===== config.mk =====
export PLATFORM = sky130hd
export DESIGN_NAME = count_sched
export DESIGN_NICKNAME = d
export VERILOG_FILES = /design/src/rtl/count_sched_pkg.sv /design/src/rtl/count2_edge.sv /design/src/rtl/count_sched.sv
export SDC_FILE = /design/constraint.sdc
export NUM_CORES = 1
export LEC_CHECK = 0
export CORE_MARGIN = 1
export CORE_UTILIZATION = 47
export DETAILED_ROUTE_END_ITERATION = 8
export PLACE_DENSITY = 0.84
export REMOVE_ABC_BUFFERS = 1
export SYNTH_ARGS = -nofsm -noshare
export SYNTH_HDL_FRONTEND = slang
export SYNTH_SLANG_ARGS = --single-unit

===== constraint.sdc =====
create_clock -name clk -period 1.85 [get_ports clk]
set_input_delay 0.37 -clock clk [delete_from_list [all_inputs] [get_ports clk]]
set_output_delay 0.37 -clock clk [all_outputs]
set_load 0.02 [all_outputs]

===== src/rtl/count_sched_pkg.sv =====
// Shared types and defaults for the count_sched request scheduler.
// Holds the FSM state encoding, default parameters and the round-robin pick.
package count_sched_pkg;

    typedef enum logic [1:0] {
        IDLE  = 2'd0,
        GRANT = 2'd1,
        COUNT = 2'd2,
        DONE  = 2'd3
    } state_e;

    localparam int DEF_TERM    = 3;
    localparam int DEF_TIMEOUT = 15;

    // A lone request always wins; on a tie the pointer names the winner.
    function automatic logic [1:0] rr_pick(input logic [1:0] req, input logic ptr);
        case (req)
            2'b01:   return 2'b01;
            2'b10:   return 2'b10;
            2'b11:   return ptr ? 2'b10 : 2'b01;
            default: return 2'b00;
        endcase
    endfunction

endpackage


===== src/rtl/count2_edge.sv =====
// Shared datapath for count_sched: rising-edge detector on x and a
// 2-bit saturating counter with synchronous clear and enable.
module count2_edge (
    input  logic       clk,
    input  logic       rst_n,
    input  logic       x,
    input  logic       hist_ld,
    input  logic       clr,
    input  logic       en,
    output logic [1:0] cnt,
    output logic       rise
);

    logic       x_hist_q, x_hist_d;
    logic [1:0] cnt_q, cnt_d;

    assign rise = x & ~x_hist_q;
    assign cnt  = cnt_q;

    // NOTE: always_comb assigns every output a default first, so no path can infer a latch.
    always_comb begin
        x_hist_d = hist_ld ? x : x_hist_q;
        cnt_d    = cnt_q;
        if (clr) begin
            cnt_d = 2'd0;
        end else if (en && rise && (cnt_q != 2'b11)) begin
            cnt_d = cnt_q + 2'd1;
        end
    end

    // NOTE: state flops use non-blocking assignments so every flop samples pre-edge values.
    always_ff @(posedge clk or negedge rst_n) begin
        if (!rst_n) begin
            x_hist_q <= 1'b0;
            cnt_q    <= 2'd0;
        end else begin
            x_hist_q <= x_hist_d;
            cnt_q    <= cnt_d;
        end
    end

endmodule


===== src/rtl/count_sched.sv =====
// Two-requester round-robin scheduler that lends a shared x-edge counter to one requester.
// Optional watchdog abort in COUNT is enabled by defining COUNT_TIMEOUT_EN.
module count_sched
    import count_sched_pkg::*;
#(
    parameter int TERM    = DEF_TERM,
    parameter int TIMEOUT = DEF_TIMEOUT
) (
    input  logic       clk,
    input  logic       rst_n,
    input  logic [1:0] req,
    input  logic       x,
    output logic [1:0] gnt,
    output logic [1:0] out,
    output logic       z,
    output logic [1:0] done,
    output logic       busy,
    output logic       err
);

    if (TERM < 1 || TERM > 3 || TIMEOUT < 1) begin : g_bad_param
        $error("count_sched: TERM must be 1..3 and TIMEOUT at least 1");
    end

    state_e     state_q, state_d;
    logic [1:0] gnt_q, gnt_d;
    logic       ptr_q, ptr_d;
    logic       z_q, z_d;
    logic [1:0] done_q, done_d;

    logic       req_held;
    logic       hit_term;
    logic       tmo_hit;
    logic       cnt_clr;
    logic       cnt_en;
    logic       hist_ld;
    logic       rise;
    logic [1:0] cnt;

    count2_edge u_dp (
        .clk     (clk),
        .rst_n   (rst_n),
        .x       (x),
        .hist_ld (hist_ld),
        .clr     (cnt_clr),
        .en      (cnt_en),
        .cnt     (cnt),
        .rise    (rise)
    );

    assign hist_ld  = (state_q == GRANT) || (state_q == COUNT);
    assign req_held = |(req & gnt_q);
    assign hit_term = rise && ((int'(cnt) + 1) == TERM);

    always_comb begin
        state_d = state_q;
        gnt_d   = gnt_q;
        ptr_d   = ptr_q;
        z_d     = 1'b0;
        done_d  = 2'b00;
        cnt_clr = 1'b0;
        cnt_en  = 1'b0;
        unique case (state_q)
            IDLE: begin
                if (|req) begin
                    gnt_d   = rr_pick(req, ptr_q);
                    state_d = GRANT;
                end
            end
            GRANT: begin
                cnt_clr = 1'b1;
                if (req_held) begin
                    state_d = COUNT;
                end else begin
                    state_d = IDLE;
                    gnt_d   = 2'b00;
                end
            end
            COUNT: begin
                // Withdrawal abandons the session: no done, counter cleared, pointer kept.
                if (!req_held) begin
                    state_d = IDLE;
                    gnt_d   = 2'b00;
                    cnt_clr = 1'b1;
                end else begin
                    cnt_en = 1'b1;
                    if (hit_term) begin
                        z_d     = 1'b1;
                        state_d = DONE;
                    end else if (tmo_hit) begin
                        state_d = DONE;
                    end
                end
            end
            DONE: begin
                state_d = IDLE;
                gnt_d   = 2'b00;
                done_d  = gnt_q;
                ptr_d   = ~gnt_q[1];
            end
            default: state_d = IDLE;
        endcase
    end

    always_ff @(posedge clk or negedge rst_n) begin
        if (!rst_n) begin
            state_q <= IDLE;
            gnt_q   <= 2'b00;
            ptr_q   <= 1'b0;
            z_q     <= 1'b0;
            done_q  <= 2'b00;
        end else begin
            state_q <= state_d;
            gnt_q   <= gnt_d;
            ptr_q   <= ptr_d;
            z_q     <= z_d;
            done_q  <= done_d;
        end
    end

`ifdef COUNT_TIMEOUT_EN
    localparam int TMO_W = $clog2(TIMEOUT + 1);

    logic [TMO_W-1:0] tmo_q, tmo_d;
    logic             to_q, to_d;
    logic             err_q, err_d;

    // tmo_q numbers the current COUNT cycle since entry or the last x edge, starting at 1.
    always_comb begin
        tmo_d   = tmo_q;
        to_d    = to_q;
        err_d   = 1'b0;
        tmo_hit = 1'b0;
        case (state_q)
            GRANT: begin
                tmo_d = TMO_W'(1);
                to_d  = 1'b0;
            end
            COUNT: begin
                if (rise) begin
                    tmo_d = TMO_W'(1);
                end else if (int'(tmo_q) >= TIMEOUT - 1) begin
                    tmo_hit = 1'b1;
                    to_d    = req_held;
                end else begin
                    tmo_d = tmo_q + TMO_W'(1);
                end
            end
            DONE:    err_d = to_q;
            default: ;
        endcase
    end

    always_ff @(posedge clk or negedge rst_n) begin
        if (!rst_n) begin
            tmo_q <= '0;
            to_q  <= 1'b0;
            err_q <= 1'b0;
        end else begin
            tmo_q <= tmo_d;
            to_q  <= to_d;
            err_q <= err_d;
        end
    end

    assign err = err_q;
`else
    assign tmo_hit = 1'b0;
    assign err     = 1'b0;
`endif

    assign gnt  = gnt_q;
    assign out  = cnt;
    assign z    = z_q;
    assign done = done_q;
    assign busy = (state_q != IDLE);

endmodule


After elaboration in Yosys (flattened, before gate mapping)
Cells that the tools add are included.
{"block": "word_totals", "output_inout_bits": 9, "mem_bits_rw": 0, "latchBits": 0, "register_bits": 11, "mem_count": 0, "mem_bits_ro": 0}
{"block": "classes", "order_cmp": 0, "n_addsub": 2, "n_shift": 0, "eq_ne": 11, "n_bitwise": 4, "div": 0, "n_reduce_logical": 12, "mux": 20, "mul": 0}
{"op": "two-way mux 2 bit", "n": 10}
{"op": "one-hot mux 2 bit (3 select lines)", "n": 2}
{"op": "== test 2 bit, second input constant", "n": 4}
{"op": "one-hot mux 2 bit (4 select lines)", "n": 1}
{"op": "two-way mux 1 bit", "n": 6}
{"op": "inequality test 2 bit, second input constant", "n": 3}
{"op": "OR reduction 2 bit", "n": 3}
{"op": "== test 2 x 1 -> 1 bit, second input constant", "n": 2}
{"op": "AND reduction 2 bit", "n": 2}
{"op": "nonzero test 2 bit", "n": 2}
{"op": "adder 2 x 1 -> 3 bit, second input constant", "n": 1}
{"op": "== test 3 x 2 -> 1 bit, second input constant", "n": 1}
{"op": "logical AND 1 bit", "n": 3}
{"op": "inequality test 3 bit, second input constant", "n": 1}
{"op": "adder 2 x 1 -> 2 bit, second input constant", "n": 1}
{"op": "bitwise AND 2 bit", "n": 1}
{"op": "zero test 2 bit", "n": 1}
{"op": "NOT 1 bit", "n": 2}
{"op": "one-hot mux 1 bit (2 select lines)", "n": 1}
{"op": "bitwise AND 1 bit", "n": 1}
{"op": "logical OR 1 bit", "n": 1}

Depth between registers and ports, before layout
{"block": "logic_depth", "depth_word": 8, "depth_mapped": 5}

Hierarchy
From an unflattened synthesis, not the netlist that was laid out.
{"block": "unflattened", "hier_cells": 59, "hier_area_um2": 654.4}
{"module": "count_sched", "area_each_um2": 483.0, "seq_area_each_um2": 200.2, "n_inst": 1, "cells_each": 46}
{"module": "count2_edge", "area_each_um2": 171.4, "seq_area_each_um2": 75.1, "n_inst": 1, "cells_each": 13}

Least setup slack after synthesis
No wires, ideal clock.
{"block": "synth_timing", "path_type": "reg2reg", "startpoint": "register u_dp.cnt_q[0], in the netlist u_dp.cnt[0]", "endpoint": "register u_dp.cnt_q[0], in the netlist u_dp.cnt[0]", "setup_ns": 0.087, "synth_period_minus_slack_ns": 1.418, "arrival_time_ns": 1.331, "path_slack_ns": 0.432, "path_stages_with_launch": 5, "path_cell_list": "dfrtp_1 > ha_1 > nand4bb_1 > or3_1 > a22oi_1"}
{"block": "synth_via", "elab_chain_len": 3, "word_cells_on_any_way": 6, "cone_classes": "add/sub: 1; eq/ne: 1; mux: 2; reduce/logical: 2"}
{"item": "start: declaration", "line": "count2_edge.sv:15", "rtl": "logic [1:0] cnt_q, cnt_d;"}
{"item": "start signal: assignment", "line": "count2_edge.sv:38", "rtl": "cnt_q <= cnt_d;"}
{"item": "adder 2 x 1 -> 2 bit / inequality test 2 bit (equally long branches)", "line": "count2_edge.sv:27, count2_edge.sv:26"}
{"item": "two-way mux 2 bit / logical AND 1 bit (equally long branches)", "line": "count2_edge.sv:26", "rtl": "end else if (en && rise && (cnt_q != 2'b11)) begin"}
{"item": "two-way mux 2 bit / nonzero test 2 bit (equally long branches)"}
Parallel ways exist; a longest one is shown, timed or not. The select of a mux whose other input is x is not followed.
A chain may end at the register's enable or synchronous reset.

Final worst setup path
{"block": "layout_timing", "startpoint": "register state_q[1]", "endpoint": "output port busy"}
{"block": "layout_via", "elab_chain_len": 1}
{"item": "start: declaration", "line": "count_sched.sv:25", "rtl": "state_e state_q, state_d;"}
{"item": "start signal: assignment", "line": "count_sched.sv:113", "rtl": "state_q <= state_d;"}
{"item": "nonzero test 2 bit", "line": "count_sched.sv:176", "rtl": "assign busy = (state_q != IDLE);"}
{"item": "end: declaration", "line": "count_sched.sv:17", "rtl": "output logic busy,"}
Every way passes these cells.

==> results by group <==
Critical path
  • WP data arrival: 1380 ps
  • CP Launch Type: register
  • Crit Path Max Fanout: 4
  • Critical path type: register to output port
  • Crit end category: output port
  • Critical path required time: 1480 ps

Final layout
  • Nets: 84
  • Non-filler cells, final: 85
  • Ant. Diodes: 0
  • Fillers: 91
  • Area of the multi-input gates: 310 µm²
  • Share of cells above drive strength 1: 16.9%
  • Design Area, Final: 767 µm²
  • P&R area growth vs syn: 25.4%
  • Reg area: 275 µm²

Synthesis
  • Synthesized area per cell: 10.9 µm²
  • Main synth FF type: dfrtp_1
  • Dominant cell type by area after synthesis: dfrtp_1
  • Synth top cells by count: 11 x dfrtp_1, 7 x ha_1, 5 x inv_1, 4 x nor2_1
  • Most numerous cell in the Yosys netlist: dfrtp_1
  • Share of flip-flops with an asynchronous set or reset: 100%
  • Cell area after synthesis: 612 µm²
  • Post-synthesis sequential area ratio: 45.0%
  • Synth unique cells: 23
  • Ys Warns: 0
  • Top area cells in the synthesized netlist: dfrtp_1 45%, ha_1 14%, mux2_2 5.5%, a22oi_1 3.7%, inv_1 3.1%
  • Number of flops mapped to enable cells by yosys: 0
  • Synthesis-stage register bit count: 11
  • Synth Instances: 56
  • Top cell type's share of synthesized area: 45.0%

Pwr
  • P_leak: 0.363 nW
  • Clk pwr share: 16.6%
  • Worst vdd ir: 0.681 mV
  • Switching power: 0.388 mW
  • Tot Pwr: 0.993 mW
  • Comb pwr share: 45.9%
  • Pint: 0.605 mW
  • Switching Share: 39.1%
  • Reg power frac: 37.5%
  • PwrDens: 1290 mW/mm²

Drt
  • Routed Antenna Nets: 0
  • Post-DR wirelength/cell: 14.4 µm
  • DR pass1 iterations: 4
  • Iter 0 DRT Violations: 14
  • Vias: 480
  • Final wirelength: 1230 µm
  • Drt drc: 0
  • DR vias/cell: 5.65

Clock network
  • Worst-path clk slew: 70 ps
  • Post-CTS setup buffer count: 0
  • CTS sink count: 11
  • Root Buffer: clkbuf_4
  • CTS Buf Count: 3
  • CTS max path bufs: 2
  • H-Tree Level Count: 1
  • Worst-Skew Late Latency: 270 ps
  • CTS tree: yes

Place
  • Placed cell areas: 742 µm²
  • Setup WS pre-CTS: 24.2 ps
  • IO Port Bufs: 12
  • Post-placement cell count: 81
  • GPL Wtd Cong: 0.754

Timing
  • Fin. max-slew vios: 0
  • Post-layout minimum cycle time: 1750 ps
  • Setup ws final: 98.4 ps
  • Slew of the pin with the lowest slew margin: 509 ps
  • Final setup violation count: 0
  • Unrepaired setup endpoints after global routing: false
  • Worst Skew: 7.66 ps
  • Slew margin rel.: 65.9%
  • Fin crit share: 94.7%
  • Setup_tns: 0 ps
  • Final Hold Fails: 0
  • Fmax: 0.571 GHz

Global route
  • Initial antenna violation count: 0
  • Largest net degree at the start of global routing: 12
  • Vias in the first global route: 453
  • Met3 Usage GRT: 8.72%
  • Global route total overflow: 0
  • Met1 Track Usage GR: 26.3%
  • First-pass GRT wire length: 2040 µm
  • Total Routing Usage GR: 22.0%
  • Met2 Resource Use GR: 33.9%
  • GR peak layer: met2

Min path
  • Worst hold path type: input pin to asynchronous set/reset pin

Outcome
  • Status: finished clean

Floorplan
  • Die Ht: 38.1 µm
  • Rows: 12
  • Die width: 38.1 µm
  • Core Region: 0.00116 mm²
  • Initial core utilization: 52.9%
  • Die area: 0.00145 mm²
  • # IOs: 14

Run
  • Max-cap violation count: 0
==> cell families (layout without fill, tap and decap cells) <==
group	count (synthesis)	count (layout)	synth area share, %
AOI/OAI and AO/OA	14	14	17.6
and+or+nand+nor	14	14	12.7
DFF	11	11	45.0
adders and majority gates	7	7	14.3
buffers and inverters	6	21	4.30
muxes	3	3	5.52
other	1	1	0.613
==> power by group through the flow <==
| stage | Sequential (mW) | Clock [mW] | Combinational [mW] |
|---|---|---|---|
| after floorplan | 0.386 | 0 | 0.285 |
| after global placement | 0.370 | 0 | 0.449 |
| after detailed placement | 0.375 | 0 | 0.459 |
| after CTS | 0.370 | 0.172 | 0.455 |
| after global routing | 0.379 | 0.192 | 0.505 |
| final | 0.372 | 0.164 | 0.456 |
==> final cells by class <==
type,instances,share of cell area [%]
multi-input combinational,39,40.5
sequential,11,35.9
timing repair buffer,12,15.5
clock buffer,4,3.43
inverter,5,2.45
tap,14,2.28
==> state kept, by name, summed over array words and instances (netlist names) <==
signal	flops
z	1
gnt	2
u_dp.x_hist_q	1
u_dp.cnt	2
done	2
ptr_q	1
state_q	2
==> layout by cell type (no fill, tap or decap), types with 3 or more instances in the layout <==
master,count
clkbuf_4,3
inv_1,4
nor2_1,4
ha_1,7
nand2_1,3
clkdlybuf4s50_1,11
dfrtp_1,11
a22oi_1,3
mux2_2,3
==> worst paths after layout <==
| path | from | slack (ps) | cells past startpoint | end |
|---|---|---|---|---|
| min in group clk | u_dp.x_hist_q | 530 | 1 | u_dp.x_hist_q |
| setup reg to reg | state_q[0] | 270 | 5 | u_dp.cnt[0] |
| max in group asynchronous | rst_n | 1070 | 1 | state_q[0] |
| setup / recovery | state_q[1] | 100 | 4 | busy |
| hold / removal | rst_n | 440 | 1 | gnt[1] |
| hold reg to reg | u_dp.x_hist_q | 530 | 1 | u_dp.x_hist_q |
==> what timing repair did <==
item,4_1_cts,5_1_grt
gates cloned,0,0
hold buffers,0,0
setup endpoints to repair,1,1
resized for setup,1,1
==> critical path, stage by stage (launching register included) <==
cell           delay (ps)
dfrtp_1               410
inv_1                 110
ha_1                  210
inv_1                  70
dlygate4sd2_1         320
==> stage by stage <==
step                      hold slack [ps]  utilization, %
after floorplan                      74.4               -
after global placement                511            64.2
after detailed placement              519            64.2
after CTS                             447            66.3
after global routing                  468            66.3
final                                 436            66.3
==> routing by layer <==
| metal | wire length, µm | vias up |
|---|---|---|
| li1 | - | 229 |
| met5 | 0 | - |
| met4 | 10 | 0 |
| met2 | 613 | 8 |
| met1 | 562 | 241 |
| met3 | 40 | 2 |
No activity file was read; power rests on OpenSTA's default activity.
==> patch 1: new RTL, same settings <==
Add a define of `COUNT_TIMEOUT_EN`.
--- a/src/rtl/count_sched.sv
+++ b/src/rtl/count_sched.sv
@@ -2,2 +2,4 @@
 // Optional watchdog abort in COUNT is enabled by defining COUNT_TIMEOUT_EN.
+`define COUNT_TIMEOUT_EN
+
 module count_sched
Function: same outputs for any inputs over 10 cycles, from zero or initial values and one cycle with rst_n low; that may be too few to reach the edited logic, so the function may still have changed.
==> patch 1 against the unedited design <==
Sequential cell count is 6 higher. Worst setup slack worse by 0.015 ns. Sequential power is 41% higher. Routed wire length is 38% higher. Non-clock buffer count is 5 higher. Hold slack worse by 0.050 ns. Power is 34% higher. Register-to-register slack worse by 0.02 ns. Final area is 49% higher. Synthesized area is 52% higher. Via count is 46% higher.
==> patch 1: results (changes against the unedited design) <==
Gates resized, CTS repair=1 (unchanged); RR Endpoint=to_q$_DFFE_PN0P_; worst path arrival time=1.40 ns (+0.02 ns); gr usage total=0.190 (-0.0294); share of cells above drive strength 1=0.171 (+0.00241); delay-heaviest family, CP=buffers and inverters; CTS buffer count=3 (unchanged); IO Port Bufs=13 (+1); Nets=120 (+43%); Vias=703 (+46%); starting DRC count in detailed routing=15 (+1); post-route setup slack=0.0836 ns (-0.0148 ns); ANT cells=0 (unchanged); Synth area leaders=dfrtp_1 46%, ha_1 12%, mux2_2 3.6%, a21oi_1 3.2%, inv_1 3.2%; worst reg-to-reg setup slack=0.25 ns (-0.02 ns); Reg2Reg Depth=5 (unchanged); YS warnings=0 (unchanged); Crit. Startpoint=gnt[1]$_DFFE_PN0P_; max incr delay on CP=0.64 ns (+0.23 ns); async set or reset register ratio after synthesis=1.00 (unchanged); Avg Cell Area, Syn=10.9 sq um (about the same); status=finished clean; Clock Tree Buf Depth=2 (unchanged); Worst-path clk slew=0.10 ns (+0.03 ns); Setup crit end=gnt[1]; Synth cell types=34 (+48%); first-pass GRT wire length=2.79 mm (+37%); worst hold path class=in2async; Seq/Total Area, Yosys=0.458 (+0.00832); gpl congestion=0.781 (+3.6%); largest net degree at the start of global routing=18 (+6); worst slack, placed=0.0204 ns (-0.00379 ns); Static Leak=0.536 nW (+48%); Post-CTS Setup Inserts=0 (unchanged); vias in the first global route=685 (+51%); clk_lat worst skew=0.29 ns (+0.02 ns); crit-path max FO=6 (+2); H-tree level count=1 (unchanged); Post-Layout Cell Count=130 (+53%); Hold Slack=0.386 ns (-0.0502 ns); Biggest register=tmo_q; Comb group=606 uW (+33%); total wire length=1.69 mm (+38%); Root Driver=clkbuf_4; max reg flops=4; R2R Path Start=state_q[0]$_DFFE_PN0P_; CP max-delay cell=clkdlybuf4s50_1; drt pass-1 iters=4 (unchanged); Max VDD drop=0.00101 V (+48%); slew margin rel.=0.804 (+0.144); dpl cells=126 (+56%); seq pwr=525 uW (+41%); Worst Skew=0.000798 ns (-0.00687 ns); DP HPWL=about 1.3 mm; Synth top cells by count=17 x dfrtp_1, 9 x ha_1, 8 x inv_1; Psw=529 uW (+36%)
patch 1: stage by stage:
step	cell area [sq um]	total power, mW
global route	1140	1.43
finish	1140	1.33
floorplan	923	0.924
detailed placement	1110	1.14
CTS	1140	1.33
global placement	1110	1.11
patch 1: cell type report:
class / instances / area (sq um)
fill: 139 / 642
multi-input combinational: 59 / 468
sequential: 17 / 425
timing repair buffer: 17 / 160
tap: 25 / 31.3
inverter: 8 / 30.0
clock buffer: 4 / 26.3
patch 1: logic make-up after synthesis:
logic type,count (synthesis),share of synthesized area
fa+ha+maj,9,0.121
buf+inv,9,0.0377
simple gates,22,0.123
xor+xnor,1,0.00944
mux,5,0.0633
compound gates,22,0.187
flops,17,0.458
patch 1: routing by layer:
layer,track usage,part of all wire,vias to the layer above
met2,0.314,0.49,13
li1,-,-,335
met5,0,0,-
met3,0.0353,0.031,5
met1,0.223,0.45,350
met4,0.124,0.028,0
==> patch 2: new RTL, config.mk and constraints unchanged <==
Without the edit above. The 4 states of `state_e` get a one-hot encoding in 4 bits.
--- a/src/rtl/count_sched_pkg.sv
+++ b/src/rtl/count_sched_pkg.sv
@@ -4,7 +4,7 @@
 
-    typedef enum logic [1:0] {
-        IDLE  = 2'd0,
-        GRANT = 2'd1,
-        COUNT = 2'd2,
-        DONE  = 2'd3
+    typedef enum logic [3:0] {
+        IDLE  = 4'b0001,
+        GRANT = 4'b0010,
+        COUNT = 4'b0100,
+        DONE  = 4'b1000
     } state_e;
Formal check against the unedited RTL: no difference found for any inputs over 10 cycles, from zero or initial values and one cycle with rst_n low; not proved beyond that.
==> patch 2 against the unedited design <==
Register-to-register slack gained 0.16 ns. Synthesized area grew 16%. Final cell count grew 14%. Sequential cell count up 2. Power up 13%. First-iteration DRC count fell by 64%. Utilization down 2.0 points. Maximum frequency rose by 0.52%. Global-route usage is 3.2 points lower. Routed wire length rose by 1.1%. Hold slack improved by 0.0040 ns. Clock power increased by 9%. Final area is 13% higher. Worst setup slack better by 0.0091 ns. Largest power group unchanged. Highest routed layer unchanged.
==> patch 2: results (changes against the unedited design) <==
status=finished clean; wl on met1=596 microns (+6.0%); worst slew pin tran=0.548 ns (+0.0387 ns); first-pass GRT wire length=1.93 mm (-5.4%); Register Area=327 sq um (+19%); Psw=449 uW (+16%); dpl cell area=836 sq um (+13%); WL/cell=12.8 microns (-11%); Max VDD drop=0.000511 V (-25%); largest net degree at the start of global routing=14 (+2); crit-path max FO=6 (+2); share of cells above drive strength 1=0.159 (-0.0105); drt pass-1 iters=2 (-2); Nets=90 (+7.1%); Synth cell types=31 (+35%); gr usage total=0.187 (-0.0324); Worst Skew=0.00720 ns (-0.000466 ns); Synth top cells by count=12 x dfrtp_1, 6 x nor2_1, 5 x nand2_1; Seq/Total Area, Yosys=0.460 (+0.0104); gpl congestion=0.768 (+1.9%); starting DRC count in detailed routing=5 (-9); R2R Path Start=u_dp.cnt[1]$_DFFE_PN0P_; Static Leak=0.409 nW (+13%); Synth area leaders=dfrtp_1 42%, dfstp_2 3.7%, ha_1 3.5%, nand4b_4 3.4%, nor2_1 3.2%; Fillers=111 (+22%)
patch 2: changes by cell type after synthesis, sizes merged, moves of 3 or more:
| cell | delta |
|---|---|
| ha | -5 |
| nand3 | +3 |
| nor3 | +4 |
| nor2 | +3 |
| a22oi | -3 |
patch 2: stage by stage:
step | hold slack [ns] | cells | setup WS [ns]
floorplan | 0.0744 | 65 | 0.441
global placement | 0.487 | 93 | 0.124
detailed placement | 0.497 | 93 | 0.117
CTS | 0.465 | 97 | 0.0755
global route | 0.487 | 97 | 0.00582
finish | 0.440 | 97 | 0.108
patch 2: cells by family after synthesis:
family                     Yosys count  share of synthesized area
AOI/OAI and AO/OA                    9                      0.106
xor gates and xnor gates             3                     0.0370
adders and majority gates            2                     0.0353
buffers and inverters                7                     0.0494
DFF                                 13                      0.460
muxes                                3                     0.0441
other                                1                    0.00529
and+or+nand+nor                     30                      0.263
patch 2: critical path, delay by kind of cell (launching register included):
kind	cells	cell delay, ns
flip-flops	1	0.46
buffers and inverters	1	0.34
AND/OR/NAND/NOR	2	0.29
patch 2: cell type report:
| class | count | area share |
|---|---|---|
| Clock buffer | 4 | 0.0303 |
| Inverter | 4 | 0.0173 |
| Multi-Input combinational cell | 48 | 0.409 |
| Sequential cell | 13 | 0.376 |
| Tap cell | 15 | 0.0216 |
| Timing Repair Buffer | 13 | 0.146 |
patch 2: power by group through the flow:
stage	Clock [mW]	Sequential, mW	Combinational (mW)
CTS	0.187	0.449	0.489
global placement	0	0.449	0.481
finish	0.178	0.453	0.492
global route	0.204	0.467	0.543
floorplan	0	0.469	0.310
detailed placement	0	0.451	0.496
patch 2: path summary, 6_finish.rpt:
check,endpoint,cells after the start,slack (ns)
worst max register to register,u_dp.cnt[1]$_DFFE_PN0P_,5,0.43
worst min-delay path,done[0]$_DFF_PN0_,1,0.44
worst min register to register,ptr_q$_DFFE_PN0N_,2,0.52
min in group clk,ptr_q$_DFFE_PN0N_,2,0.52
worst max-delay path,busy,3,0.11
max in group asynchronous,state_q[0]$_DFFE_PN1P_,1,1.04
patch 2: layer usage:
layer | vias to the layer above | track usage
li1 | 261 | -
met2 | 10 | 0.277
met5 | - | 0
met1 | 235 | 0.235
met4 | 0 | 0.100
met3 | 3 | 0.0652
patch 2: repair_timing:
item | 4_1_cts | 5_1_grt
endpoints found under the setup margin | 1 | 1
gates cloned | 0 | 0
resized for setup | 2 | 1
